## src/rtl/fetch_unit.sv

```systemverilog
// fetch_unit: instruction fetch front end.
// Issues in-order requests to instruction memory and buffers up to two
// {instr, PC} pairs for the F/D register. Redirects flush the buffer and
// drop responses that are still outstanding.
// Optional feature macro: FETCH_MISALIGN_TRAP_EN adds F_misalign_o and
// blocks fetch after a misaligned redirect until an aligned one arrives.

`ifndef PC_WIDTH
`define PC_WIDTH 32
`endif
`ifndef INSTR_WIDTH
`define INSTR_WIDTH 32
`endif

module fetch_unit #(
    parameter logic [`PC_WIDTH-1:0] RESET_PC = '0
) (
    input  logic                    clk_i,
    input  logic                    rst_i,
    input  logic                    F_stall_i,
    input  logic                    redirect_valid_i,
    input  logic [`PC_WIDTH-1:0]    redirect_pc_i,
    output logic                    imem_req_o,
    output logic [`PC_WIDTH-1:0]    imem_addr_o,
    input  logic                    imem_ready_i,
    input  logic                    imem_rvalid_i,
    input  logic [`INSTR_WIDTH-1:0] imem_rdata_i,
`ifdef FETCH_MISALIGN_TRAP_EN
    output logic                    F_misalign_o,
`endif
    output logic                    F_valid_o,
    output logic [`INSTR_WIDTH-1:0] instr_o,
    output logic [`PC_WIDTH-1:0]    F_PC_o
);

    localparam int unsigned PcW    = `PC_WIDTH;
    localparam int unsigned InstrW = `INSTR_WIDTH;

    // Fetch PC and 2-entry instruction queue
    logic [PcW-1:0]    pc_q, pc_d;
    logic [InstrW-1:0] q_instr_q [2];
    logic [InstrW-1:0] q_instr_d [2];
    logic [PcW-1:0]    q_pc_q [2];
    logic [PcW-1:0]    q_pc_d [2];
    logic              rd_ptr_q, rd_ptr_d;
    logic              wr_ptr_q, wr_ptr_d;
    logic [1:0]        count_q, count_d;

    // Outstanding requests and how many of their responses must be dropped
    logic [1:0]        inflight_q, inflight_d;
    logic [1:0]        discard_q, discard_d;

    logic              rsp_live;
    logic              rsp_keep;
    logic [1:0]        live_cnt;
    logic [PcW-1:0]    rsp_pc;
    logic [2:0]        occupancy;
    logic              req;
    logic              accept;
    logic              head_valid;
    logic              pop;
    logic              push;
    logic [PcW-1:0]    redirect_tgt;
    logic              blocked;

`ifdef FETCH_MISALIGN_TRAP_EN
    logic              misalign_q, misalign_d;

    // Misaligned targets are kept as-is; fetch stays blocked until realigned
    assign redirect_tgt = redirect_pc_i;
    assign blocked      = misalign_q;
    assign F_misalign_o = misalign_q;

    // Flag tracks the alignment of the most recent redirect target
    always_comb begin
        misalign_d = misalign_q;
        if (redirect_valid_i) begin
            misalign_d = |redirect_pc_i[1:0];
        end
    end

    // Misalign flag register
    always_ff @(posedge clk_i or posedge rst_i) begin
        if (rst_i) begin
            misalign_q <= 1'b0;
        end else begin
            misalign_q <= misalign_d;
        end
    end
`else
    assign redirect_tgt = redirect_pc_i & ~PcW'(3);
    assign blocked      = 1'b0;
`endif

    // Request/response qualification and response PC reconstruction
    always_comb begin
        // A response with nothing outstanding belongs to a pre-reset request
        rsp_live   = imem_rvalid_i && (inflight_q != 2'd0);
        rsp_keep   = rsp_live && (discard_q == 2'd0);
        // Kept requests are consecutive words ending just below pc_q
        live_cnt   = inflight_q - discard_q;
        rsp_pc     = pc_q - (PcW'(live_cnt) << 2);
        occupancy  = {1'b0, inflight_q} + {1'b0, count_q};
        req        = !rst_i && !redirect_valid_i && !blocked && (occupancy < 3'd2);
        accept     = req && imem_ready_i;
        head_valid = (count_q != 2'd0);
        pop        = head_valid && !F_stall_i && !redirect_valid_i;
        push       = rsp_keep && !redirect_valid_i;
    end

    // Next-state for PC, queue and counters; redirect overrides everything
    always_comb begin
        pc_d       = pc_q;
        q_instr_d  = q_instr_q;
        q_pc_d     = q_pc_q;
        rd_ptr_d   = rd_ptr_q;
        wr_ptr_d   = wr_ptr_q;
        count_d    = count_q;
        discard_d  = discard_q;
        inflight_d = inflight_q - {1'b0, rsp_live} + {1'b0, accept};

        if (redirect_valid_i) begin
            // Everything still outstanding after this cycle is stale
            rd_ptr_d  = 1'b0;
            wr_ptr_d  = 1'b0;
            count_d   = 2'd0;
            discard_d = inflight_d;
            pc_d      = redirect_tgt;
        end else begin
            if (rsp_live && (discard_q != 2'd0)) begin
                discard_d = discard_q - 2'd1;
            end
            if (pop) begin
                rd_ptr_d = ~rd_ptr_q;
            end
            if (push) begin
                q_instr_d[wr_ptr_q] = imem_rdata_i;
                q_pc_d[wr_ptr_q]    = rsp_pc;
                wr_ptr_d            = ~wr_ptr_q;
            end
            count_d = count_q + {1'b0, push} - {1'b0, pop};
            if (accept) begin
                pc_d = pc_q + PcW'(4);
            end
        end
    end

    // State registers
    always_ff @(posedge clk_i or posedge rst_i) begin
        if (rst_i) begin
            pc_q       <= RESET_PC;
            q_instr_q  <= '{default: '0};
            q_pc_q     <= '{default: '0};
            rd_ptr_q   <= 1'b0;
            wr_ptr_q   <= 1'b0;
            count_q    <= 2'd0;
            inflight_q <= 2'd0;
            discard_q  <= 2'd0;
        end else begin
            pc_q       <= pc_d;
            q_instr_q  <= q_instr_d;
            q_pc_q     <= q_pc_d;
            rd_ptr_q   <= rd_ptr_d;
            wr_ptr_q   <= wr_ptr_d;
            count_q    <= count_d;
            inflight_q <= inflight_d;
            discard_q  <= discard_d;
        end
    end

    // Outputs: head of queue, zeroed when empty
    always_comb begin
        imem_req_o  = req;
        imem_addr_o = pc_q;
        F_valid_o   = head_valid;
        instr_o     = head_valid ? q_instr_q[rd_ptr_q] : '0;
        F_PC_o      = head_valid ? q_pc_q[rd_ptr_q] : '0;
    end

endmodule

```

## config.mk

```make
export PLATFORM = sky130hd
export DESIGN_NAME = fetch_unit
export DESIGN_NICKNAME = d
export VERILOG_FILES = /design/src/rtl/fetch_unit.sv
export SDC_FILE = /design/constraint.sdc
export NUM_CORES = 1
export LEC_CHECK = 0
export BUFFER_PORTS_ARGS = -buffer_cell sky130_fd_sc_hd__clkbuf_2
export CORE_ASPECT_RATIO = 0.75
export CORE_MARGIN = 1
export CORE_UTILIZATION = 56
export DETAILED_ROUTE_END_ITERATION = 6
export GPL_ROUTABILITY_DRIVEN = 0
export PLACE_DENSITY_LB_ADDON = 0.3
export SYNTH_ARGS = -nofsm -noshare
export SYNTH_HDL_FRONTEND = slang
export SYNTH_SLANG_ARGS = --single-unit
```

## constraint.sdc

```tcl
create_clock -name clk_i -period 5.5 [get_ports clk_i]
set_clock_uncertainty 0.1 [all_clocks]
set_input_delay 0.275 -clock clk_i [delete_from_list [all_inputs] [get_ports clk_i]]
set_output_delay 0.275 -clock clk_i [all_outputs]
set_load 0.01 [all_outputs]
```

==> results of run 1 <==
-- cells by family after synthesis --
logic type               Yosys count
other                              1
buffers and inverters             91
AND/OR/NAND/NOR                  303
XOR/XNOR                          47
flip-flops                       162
multiplexers                     127
adder cells (fa/ha/maj)           11
AO/OA/AOI/OAI                    115
-- flip-flops by register name, summed over array words and instances, names as in the netlist --
signal / count
wr_ptr_q: 1
count_q: 2
q_pc_q: 60
rd_ptr_q: 1
q_instr_q: 64
inflight_q: 2
discard_q: 2
imem_addr_o: 30
-- worst max path at each step --
stage                   from            to  slack [ns]  cells after the start
6_report          count_q[0]  discard_q[1]        2.02                     12
5_1_grt           count_q[0]  discard_q[1]        1.84                     12
4_1_cts        inflight_q[0]    q_pc_q[30]        2.06                     10
3_5_place_dp      count_q[0]  discard_q[1]        2.15                     12
3_3_place_gp      count_q[0]  discard_q[1]        2.22                     12
2_1_floorplan          rst_i    count_q[0]        0.75                      1
-- area by class of cell --
cell class / instances / area [um2] / share of cell area
clock buffers: 19 / 443 / 0.0428
clock inverters: 13 / 140 / 0.0135
inverters: 16 / 65.1 / 0.00628
multi-input cells: 607 / 4060 / 0.392
flip-flops and latches: 162 / 4060 / 0.392
well taps: 200 / 250 / 0.0242
repair buffers: 216 / 1340 / 0.129
-- Yosys cell counts, types with 3 or more instances --
master    number  share of area
dfrtp_1      162           0.48
nor2_1       118          0.052
nand2_1       78          0.035
mux2_2        65          0.086
mux2i_1       62          0.073
clkbuf_1      52          0.023
o21ai_0       43          0.025
a21oi_1       37          0.022
xnor2_1       35          0.036
nand3_1       19          0.011
nor4_1        18          0.013
inv_1         15         0.0067
buf_1         13         0.0058
nand4_1       13         0.0096
xor2_1        12          0.012
nor3_1        11         0.0065
ha_1           9          0.013
and4_1         7         0.0072
o21ai_1        7         0.0041
nor2b_1        6         0.0044
or3_1          6         0.0044
and2_1         5         0.0037
o211ai_1       5         0.0044
o311ai_0       5         0.0052
a221o_1        4         0.0047
and3_1         4         0.0030
buf_2          4         0.0024
buf_4          4         0.0035
a22oi_1        3         0.0027
nor4_2         3         0.0044
-- critical path, stage by stage, from the launching register on --
cell     delay (ns)
dfrtp_1        0.42
and2_1         0.19
fa_1           0.48
nor4_1         0.34
and2_1         0.51
inv_2          0.28
ha_1           0.35
inv_1          0.04
ha_1           0.18
xnor2_1        0.18
xnor2_1        0.16
nand2_1        0.07
o21ai_0        0.09
-- layout by cell type (no fill, tap or decap), drive strengths merged, types with 3 or more instances in the layout --
cell,n
clkbuf,180
dfrtp,162
nor2,118
nand2,78
mux2,65
mux2i,62
o21ai,50
dlygate4sd3,48
a21oi,37
xnor2,35
inv,24
nor4,21
nand3,19
nand4,13
nor3,13
xor2,12
ha,9
and4,7
buf,7
nor2b,6
or3,6
and2,5
o211ai,5
o311ai,5
and3,4
a221o,4
conb,4
a22oi,3
nor3b,3
-- per-stage QoR --
step           area, um2  hold slack, ns
5_1_grt            10400         0.00540
2_1_floorplan       8480           0.296
6_report           10400          0.0106
3_5_place_dp        9290           0.370
3_3_place_gp        9290           0.361
4_1_cts            10300        0.000168
-- power groups by stage --
stage | Sequential [mW] | Clock [mW] | Combinational, mW
6_report | 1.99 | 1.17 | 1.51
5_1_grt | 2.05 | 1.24 | 1.69
4_1_cts | 1.98 | 1.19 | 1.52
3_5_place_dp | 2.00 | 0 | 1.48
3_3_place_gp | 1.98 | 0 | 1.43
2_1_floorplan | 1.85 | 0 | 1.17
-- routing by layer --
metal	vias to the layer above	track usage
met2	233	0.416
li1	3296	-
met4	0	0.0767
met3	23	0.0607
met5	-	0
met1	3362	0.378
==> results.tsv, run 1 <==
stage	metric	value	unit
synthesis	sequential share of the synthesized area	0.479	
drt	WL met2	9360	um
worst_setup_path	Startpoint Class	flop	
placement	placed cells	1153	
worst_setup_path	reg2reg setup slack	2.02	ns
timing	fmax	0.287	GHz
clock_network	clk_lat worst skew	0.42	ns
grt	grt ovf	0	
clock_network	post-CTS setup buffers	0	
layout	layout cell share with drive strength beyond 1	0.268	
layout	NumNets Final	1101	
power_and_ir_drop	Power Total	4.66	mW
grt	initial antenna violation count	0	
hold_path	Hold Crit Depth	2	
timing	Slew HR	0.236	
grt	vias in the first global route	6521	
synthesis	synth warn	0	
hold_path	Hold EP	q_instr_q[44]	
worst_setup_path	CP Class	flop to flop	
drt	Routed WL per cell	16.3	um
grt	GRT Util Overall	0.268	
power_and_ir_drop	maximum vdd drop	0.338	mV
floorplan	starting density of the core	0.580	
worst_setup_path	CP arrival	3.71	ns
drt	Met3 Wirelength	1330	um
synthesis	post-synthesis simple-gate area fraction	0.170	
drt	Iter 0 DRT Violations	552	
synthesis	Post-Synth Adder-Cell Area	0.0180	
clock_network	clock slew at reported path FFs	0.07	ns
flow_run	Max Cap Viol	0	
timing	Final Slew Violations	0	
placement	port bufs	161	
worst_setup_path	Worst R2R Path Depth	12	
timing	Sum Neg Setup Slack	0	ns
layout	post-route insts no fill	1233	
synthesis	Yosys reg bits	162	
power_and_ir_drop	Power Dens Cells	450	nW/um2
power_and_ir_drop	sw power	1.63	mW
synthesis	Synth async-reset ratio	1.00	
clock_network	root buf cell	clkbuf_16	
layout	post-layout util	0.709	
clock_network	Inserted Clock Buffers	17	
clock_network	cts hold-fix bufs	47	
clock_network	htree depth	4	
synthesis	mux cell area share after synthesis	0.160	
synthesis	most common flop cell mapped by yosys	dfrtp_1	
synthesis	Synth Cell Area	8460	um2
power_and_ir_drop	Comb pwr share	0.324	
drt	WL met1	9150	um
hold_path	worst hold path class	input port to flop	
worst_setup_path	Critical Path RT	5.73	ns
synthesis	EDFF count, synth	0	
synthesis	Synth Area in Compound Gates	0.0795	
drt	DRT Pass-1 Iters	7	
drt	Top Metal Used	met4	
synthesis	cells after synthesis	857	
power_and_ir_drop	power share of the clock group	0.250	
layout	ANT cells	0	
grt	first-pass GRT wire length	32500	um
worst_setup_path	RR Endpoint	discard_q[1]	
power_and_ir_drop	Flop pwr share	0.426	
worst_setup_path	Critical R2R Launch	count_q[0]	
synthesis	post-synthesis average cell area	9.88	um2
hold_path	Hold Startpoint	imem_rdata_i[12]	
worst_setup_path	Critical Path Fanout Max	18	
clock_network	CTS tree	done	
timing	Final period util	0.633	
layout	FILL cells	1136	
worst_setup_path	CP endpoint kind	flop	
timing	Final WS setup	2.02	ns
floorplan	Core ar.	14600	um2
clock_network	Sink Count	162	
timing	final setup vio count	0	
floorplan	die height	108	um
drt	via/cell ratio	5.61	
placement	dpl ws	2.15	ns
clock_network	Clock Path Buffers	2	
grt	largest net degree at the start of global routing	98	
synthesis	Distinct cells, synth	55	
floorplan	die width	144	um
clock_network	post-cts resize count	0	
drt	Residual DRC	0	
power_and_ir_drop	Static Leak	4.59	nW
drt	Routed WL	20100	um
outcome	status	completed	
floorplan	Ports	168	
timing	Tightest Pin Transition	1.15	ns
synthesis	main combinational cell family by area after synthesis	simple AND/OR/NAND/NOR gates	
drt	routed via count	6914	
timing	final hold violations	0	
floorplan	num rows	38	
layout	Area Overhead vs Synth	22.3	%
placement	DP Wirelength	13000	um
power_and_ir_drop	Sw Ratio	0.350	
timing	Final Critical Period	3.48	ns
floorplan	Die ar.	15600	um2
drt	antenna-violating nets left	0	
timing	unrepaired setup endpoints after global routing	no	
synthesis	Synth Area in XOR/XNOR	0.0486	
power_and_ir_drop	internal power	3.03	mW
Note: power is estimated with default switching activity, not from simulation.
==> inputs of run 2 (changes only) <==
--- a/config.mk
+++ b/config.mk
@@ -5,10 +5,11 @@
 export SDC_FILE = /design/constraint.sdc
 export NUM_CORES = 1
 export LEC_CHECK = 0
+export ABC_AREA = 1
 export BUFFER_PORTS_ARGS = -buffer_cell sky130_fd_sc_hd__clkbuf_2
 export CORE_ASPECT_RATIO = 0.75
 export CORE_MARGIN = 1
-export CORE_UTILIZATION = 56
+export CORE_UTILIZATION = 57
 export DETAILED_ROUTE_END_ITERATION = 6
 export GPL_ROUTABILITY_DRIVEN = 0
 export PLACE_DENSITY_LB_ADDON = 0.3
==> constraint.sdc (replaced) <==
create_clock -name clk_i -period 3.3 [get_ports clk_i]
set_clock_uncertainty 0.1 [all_clocks]
set_input_delay 0.165 -clock clk_i [delete_from_list [all_inputs] [get_ports clk_i]]
set_output_delay 0.165 -clock clk_i [all_outputs]
set_load 0.01 [all_outputs]
==> results.tsv, run 2 <==
stage	metric	value	unit	change
outcome	status	finished with violations		
outcome	violated checks	DRC		
layout	Area Overhead vs Synth	22.0	%	
drt	WL met1	11200	um	+23%
grt	vias in the first global route	8562		+31%
drt	DRT Pass-1 Iters	7		unchanged
timing	fmax	0.357	GHz	+24%
timing	final setup vio count	0		unchanged
layout	layout cell share with drive strength beyond 1	0.160		-0.109
worst_setup_path	Largest delay share family, worst path	simple AND/OR/NAND/NOR gates		
timing	Final Slew Violations	0		unchanged
worst_setup_path	CP endpoint kind	flop		
floorplan	Ports	168		unchanged
drt	Residual DRC	2		+2
floorplan	starting density of the core	0.594		+0.0137
synthesis	Area contributors post-synth	dfrtp_1 44%, nand2_1 21%, inv_1 4.7%		
drt	routed via count	8976		+30%
worst_setup_path	slowest stage delay, CP	0.46	ns	-0.05 ns
placement	port bufs	161		unchanged
synthesis	Yosys reg bits	162		unchanged
synthesis	Commonest cells post-synth	520 x nand2_1, 162 x dfrtp_1, 115 x inv_1		
worst_setup_path	Startpoint Class	flop		
worst_setup_path	Worst R2R Path Depth	12		unchanged
worst_setup_path	Critical R2R Launch	inflight_q[0]		
worst_setup_path	RR Endpoint	q_pc_q[47]		
floorplan	Die ar.	16700	um2	+6.8%
clock_network	post-cts resize count	0		unchanged
synthesis	Synth Area in XOR/XNOR	0.0285		-0.0201
layout	FILL cells	1255		+10%
synthesis	most common flop cell mapped by yosys	dfrtp_1		
worst_setup_path	reg2reg setup slack	0.50	ns	-1.52 ns
timing	Final period util	0.849		+0.216
power_and_ir_drop	sw power	3.17	mW	+94%
synthesis	Distinct cells, synth	32		-42%
drt	Top Metal Used	met4		
synthesis	EDFF count, synth	0		unchanged
drt	Routed WL per cell	15.0	um	-7.9%
clock_network	root buf cell	clkbuf_16		
hold_path	Hold EP	discard_q[1]		
layout	NumNets Final	1560		+42%
worst_setup_path	CP arrival	3.04	ns	-0.67 ns
floorplan	Core ar.	15500	um2	+6.3%
timing	Tightest Pin Transition	0.900	ns	-0.246 ns
synthesis	Synth Area in Compound Gates	0.111		+0.0310
synthesis	main combinational cell family by area after synthesis	simple AND/OR/NAND/NOR gates		
clock_network	Inserted Clock Buffers	17		unchanged
worst_setup_path	Critical Path Fanout Max	4		-14
clock_network	CTS tree	done		
flow_run	Max Cap Viol	0		unchanged
hold_path	Hold Crit Depth	5		+3
power_and_ir_drop	Power Dens Cells	714	nW/um2	+59%
hold_path	worst hold path class	input port to flop		
synthesis	synth warn	0		unchanged
layout	most common cell after layout, fill and taps aside	nand2_1		
clock_network	cts hold-fix bufs	65		+38%
floorplan	die height	112	um	+3.3%
drt	via/cell ratio	5.29		-5.7%
drt	Met3 Wirelength	2150	um	+62%
layout	post-route insts no fill	1697		+38%
worst_setup_path	CP startpoint	inflight_q[0]		
power_and_ir_drop	Sw Ratio	0.396		+0.0452
synthesis	Post-Synth Adder-Cell Area	0.0166		-0.00146
synthesis	Synth async-reset ratio	1.00		unchanged
grt	GRT Util Overall	0.320		+0.0517
layout	Largest Register	q_instr_q		
timing	unrepaired setup endpoints after global routing	no		
clock_network	clock slew at reported path FFs	0.07	ns	about the same
drt	antenna-violating nets left	0		unchanged
clock_network	Clock Path Buffers	2		unchanged
power_and_ir_drop	internal power	4.85	mW	+60%
worst_setup_path	CP Buf/Inv Count	1		-1
grt	first-pass GRT wire length	41600	um	+28%
synthesis	post-synthesis average cell area	7.13	um2	-28%
worst_setup_path	Critical Path RT	3.54	ns	-2.19 ns
layout	ANT cells	0		unchanged
floorplan	die width	149	um	+3.4%
drt	WL met2	11500	um	+23%
synthesis	count leader, synth	nand2_1		
synthesis	post-synthesis simple-gate area fraction	0.308		+0.138
synthesis	cells after synthesis	1292		+51%
synthesis	Synth Cell Area	9210	um2	+8.8%
worst_setup_path	CP Class	flop to flop		
power_and_ir_drop	Flop pwr share	0.409		-0.017
synthesis	leading area contributor after synthesis	dfrtp_1		
worst_setup_path	crit path cell chain	inv_1 -> ha_1 -> xor2_1 -> xor2_1 -> ha_1 -> nand2_1 -> nand2_2 -> nor2_1 -> nand2_1 -> xor2_1 -> nand2_1 -> o21ai_0		
power_and_ir_drop	Comb pwr share	0.350		+0.026
power_and_ir_drop	Static Leak	5.73	nW	+25%
layout	most frequent cells in the layout	520 x nand2_1, 161 x dfrtp_1, 161 x clkbuf_2		
power_and_ir_drop	maximum vdd drop	0.404	mV	+20%
timing	final hold violations	0		unchanged
timing	Slew HR	0.400		+0.164
synthesis	sequential share of the synthesized area	0.440		-0.0388
placement	placed cells	1600		+39%
synthesis	mux cell area share after synthesis	0		-0.160
layout	Largest register FFs	64		unchanged
power_and_ir_drop	power share of the clock group	0.240		-0.010
drt	Iter 0 DRT Violations	831		+51%
clock_network	Sink Count	162		unchanged
grt	initial antenna violation count	0		unchanged
grt	largest net degree at the start of global routing	164		+67%
clock_network	htree depth	4		unchanged
timing	Final Critical Period	2.80	ns	-0.679 ns
synthesis	area share of the largest cell type after synthesis	0.440		-0.0388
drt	Routed WL	25400	um	+27%
floorplan	num rows	39		+2.6%
grt	grt ovf	0		unchanged
placement	DP Wirelength	16400	um	+26%
worst_setup_path	CP max stage cell	dfrtp_1		
timing	WHS	0.0432	ns	+0.0325 ns
clock_network	clk_lat worst skew	0.43	ns	about the same
clock_network	post-CTS setup buffers	0		unchanged
hold_path	Hold Startpoint	imem_rvalid_i		
[run 2: cell count changes after synthesis, sizes merged, moves of 21 or more]
cell,previous run,this run
clkbuf,52,21
nand2,78,525
xnor2,35,5
nand3,19,50
mux2,65,0
mux2i,62,0
o21ai,50,119
nor4,21,0
buf,23,50
inv,16,120
a21oi,37,63
[run 2: power groups by stage]
stage	sequential, mW	clock, mW	combinational [mW]
floorplan	3.13	0	2.05
global placement	3.26	0	2.63
detailed placement	3.29	0	2.72
CTS	3.26	1.94	2.81
global route	3.37	2.03	3.18
finish	3.28	1.93	2.81
[run 2: worst max path at each step]
stage                         to  cells after the start  slack [ns]
floorplan           discard_q[1]                      9       -0.76
global placement      q_pc_q[31]                     13        0.70
detailed placement    q_pc_q[47]                     12        0.64
CTS                   q_pc_q[50]                     12        0.58
global route          q_pc_q[47]                     12        0.34
finish                q_pc_q[47]                     12        0.50
[run 2: cells by family (layout without fill, tap and decap cells)]
| group | after synthesis | in the layout |
|---|---|---|
| AOI/OAI and AO/OA | 196 | 196 |
| xor gates and xnor gates | 30 | 30 |
| adders and majority gates | 11 | 11 |
| buffers and inverters | 191 | 388 |
| DFF | 162 | 162 |
| other | 1 | 4 |
| and+or+nand+nor | 701 | 701 |
[run 2: layout make-up]
type,count,area (um2),area share
Clock inverter,14,128,0.0114
Timing Repair Buffer,236,1580,0.141
Clock buffer,18,439,0.0391
Tap cell,205,256,0.0228
Sequential cell,162,4060,0.361
Multi-Input combinational cell,942,4330,0.385
Inverter,120,454,0.0404
[run 2: per-layer routing]
| layer | track usage | up-vias |
|---|---|---|
| met3 | 0.0728 | 48 |
| met2 | 0.505 | 357 |
| met4 | 0.114 | 0 |
| met1 | 0.435 | 4162 |
| li1 | - | 4409 |
| met5 | 0 | - |
[run 2: worst min-delay path, stage by stage]
cell and delay (ns):
clkbuf_2 0.09, o21ai_2 0.08, nor2_1 0.04, nand3b_1 0.07, o211ai_1 0.08
[run 2: per-stage QoR]
stage	cell area [um2]	setup TNS, ns	utilization	total power [mW]	worst slack [ns]
finish	11200	0	0.724	8.02	0.497
global route	11200	0	0.724	8.58	0.344
CTS	11200	0	0.724	8.02	0.582
global placement	10000	0	0.646	5.88	0.700
detailed placement	10000	0	0.646	6.01	0.641
floorplan	9260	-14.60	-	5.18	-0.762
==> inputs of run 3 (changes only) <==
--- a/config.mk
+++ b/config.mk
@@ -9,7 +9,7 @@
 export BUFFER_PORTS_ARGS = -buffer_cell sky130_fd_sc_hd__clkbuf_2
 export CORE_ASPECT_RATIO = 0.75
 export CORE_MARGIN = 1
-export CORE_UTILIZATION = 57
+export CORE_UTILIZATION = 51
 export DETAILED_ROUTE_END_ITERATION = 6
 export GPL_ROUTABILITY_DRIVEN = 0
 export PLACE_DENSITY_LB_ADDON = 0.3
==> constraint.sdc (replaced) <==
create_clock -name clk_i -period 2.4 [get_ports clk_i]
set_clock_uncertainty 0.1 [all_clocks]
set_input_delay 0.12 -clock clk_i [delete_from_list [all_inputs] [get_ports clk_i]]
set_output_delay 0.12 -clock clk_i [all_outputs]
set_load 0.01 [all_outputs]
==> results.tsv, run 3 (synthesized netlist as in run 2, its figures left out) <==
stage	metric	value	unit	change
outcome	status	finished with violations		
outcome	violated checks	setup timing		
worst_setup_path	reg2reg setup slack	-0.02	ns	-0.52 ns
power_and_ir_drop	Static Leak	5.97	nW	+4.2%
drt	DRT Pass-1 Iters	6		-1
placement	placed cells	1654		+3.4%
power_and_ir_drop	maximum vdd drop	0.623	mV	+54%
timing	Final Slew Violations	0		unchanged
clock_network	clk_lat worst skew	0.43	ns	about the same
drt	routed via count	9116		+1.6%
worst_setup_path	CP endpoint kind	flop		
power_and_ir_drop	power share of the clock group	0.244		+0.004
placement	area post-placement	10200	um2	+2.1%
timing	WHS	0.0176	ns	-0.0256 ns
layout	most common cell after layout, fill and taps aside	nand2_1		
floorplan	Core ar.	17700	um2	+14%
grt	largest net degree at the start of global routing	164		unchanged
hold_path	Hold Crit Depth	5		unchanged
timing	unrepaired setup endpoints after global routing	yes		
power_and_ir_drop	sw power	4.54	mW	+43%
timing	Final Critical Period	2.42	ns	-0.382 ns
clock_network	CTS tree	done		
floorplan	num rows	42		+7.7%
grt	initial antenna violation count	0		unchanged
drt	Residual DRC	0		-2
clock_network	Inserted Clock Buffers	17		unchanged
floorplan	die height	118	um	+5.6%
layout	Largest Register	q_instr_q		
drt	Routed WL per cell	14.8	um	-1.5%
worst_setup_path	Critical Path Fanout Max	7		+3
layout	NumNets Final	1583		+1.5%
timing	Final WS setup	-0.0216	ns	-0.518 ns
worst_setup_path	Startpoint Class	flop		
placement	port bufs	161		unchanged
grt	grt ovf	0		unchanged
layout	post-layout util	0.668		-0.0568
floorplan	Ports	168		unchanged
layout	most frequent cells in the layout	504 x nand2_1, 162 x dfrtp_1, 161 x clkbuf_2		
worst_setup_path	CP Class	flop to flop		
timing	fmax	0.413	GHz	+16%
worst_setup_path	CP arrival	2.64	ns	-0.40 ns
clock_network	Clock Path Buffers	2		unchanged
clock_network	root buf cell	clkbuf_16		
drt	via/cell ratio	5.19		-1.9%
clock_network	Sink Count	162		unchanged
drt	Iter 0 DRT Violations	951		+14%
timing	final setup vio count	2		+2
layout	Area Overhead vs Synth	28.0	%	
timing	Slew HR	0.414		+0.0139
hold_path	worst hold path class	input port to flop		
flow_run	Max Cap Viol	0		unchanged
power_and_ir_drop	Power Total	11.8	mW	+47%
placement	dpl ws	-0.0461	ns	-0.688 ns
timing	Tightest Pin Transition	0.880	ns	-0.0209 ns
drt	Routed WL	25900	um	+2.0%
power_and_ir_drop	Power Dens Cells	1000	nW/um2	+40%
layout	Largest register FFs	64		unchanged
power_and_ir_drop	Sw Ratio	0.385		-0.0110
worst_setup_path	Worst R2R Path Depth	12		unchanged
timing	final hold violations	0		unchanged
floorplan	die width	157	um	+5.6%
grt	first-pass GRT wire length	42200	um	+1.3%
timing	Final period util	1.01		+0.160
grt	vias in the first global route	8462		-1.2%
grt	GRT Util Overall	0.290		-0.0298
layout	layout cell share with drive strength beyond 1	0.198		+0.0385
layout	ANT cells	0		unchanged
power_and_ir_drop	Comb pwr share	0.376		+0.026
power_and_ir_drop	Flop pwr share	0.380		-0.029
layout	post-route insts no fill	1757		+3.5%
floorplan	starting density of the core	0.522		-0.0719
worst_setup_path	Critical Path RT	2.62	ns	-0.92 ns
drt	antenna-violating nets left	0		unchanged
placement	DP Wirelength	17000	um	+3.7%
power_and_ir_drop	internal power	7.27	mW	+50%
layout	final instance area	11800	um2	+4.9%
floorplan	Die ar.	18600	um2	+12%
timing	Sum Neg Setup Slack	-0.0311	ns	-0.0311 ns
clock_network	htree depth	4		unchanged
clock_network	clock slew at reported path FFs	0.07	ns	about the same
-- run 3: cell types whose count changed in the layout (fill, tap and decap cells not counted), sizes merged --
| cell | before | now |
|---|---|---|
| clkinvlp | 4 | 1 |
| clkbuf | 179 | 180 |
| buf | 10 | 33 |
| bufinv | 1 | 3 |
-- run 3: layer usage --
layer  global-route usage  vias to the layer above  share of wire
li1                     -                     4452              -
met4               0.0576                        0         0.0076
met5                    0                        -              0
met1                0.423                     4280           0.45
met3               0.0667                       19          0.080
met2                0.442                      365           0.46
-- run 3: what timing repair did --
item                       in CTS  in global routing
hold buffers                   65                  0
resized for setup               5                 57
buffers inserted                1                  5
gates cloned                    0                  0
setup endpoints to repair      15                 56
hold endpoints to repair      259                  0
pin swaps                       2                 31
-- run 3: final cells by class --
cell class | count | area (um2)
fillers | 1517 | 5870
inverters | 120 | 457
clock inverters | 13 | 173
clock buffers | 19 | 453
flip-flops and latches | 162 | 4050
repair buffers | 259 | 1800
multi-input cells | 942 | 4550
well taps | 242 | 303
-- run 3: worst max-delay path: stages, from the launching register on --
cell and delay [ns]:
dfrtp_1 0.43, ha_4 0.20, xor2_4 0.15, xor2_2 0.16
ha_1 0.31, nand2_2 0.10, nand2_4 0.07, nor2_4 0.27
nand2_4 0.16, o21ai_2 0.17, nand2_2 0.07, nand2_1 0.05
nand2_1 0.05
-- run 3: final timing paths --
kind | start | endpoint
setup / recovery | discard_q[0] | q_pc_q[61]
min in group asynchronous | rst_i | discard_q[1]
max in group asynchronous | rst_i | q_instr_q[10]
setup reg to reg | discard_q[0] | q_pc_q[61]
hold / removal | imem_rvalid_i | discard_q[1]
hold reg to reg | q_pc_q[25] | q_pc_q[25]
-- run 3: power by group through the flow --
stage	registers [mW]	clock network (mW)	logic, mW
floorplan	4.30	0	2.82
finish	4.49	2.88	4.45
CTS	4.45	2.92	4.15
global placement	4.45	0	3.85
detailed placement	4.48	0	3.97
global route	4.60	3.04	5.02
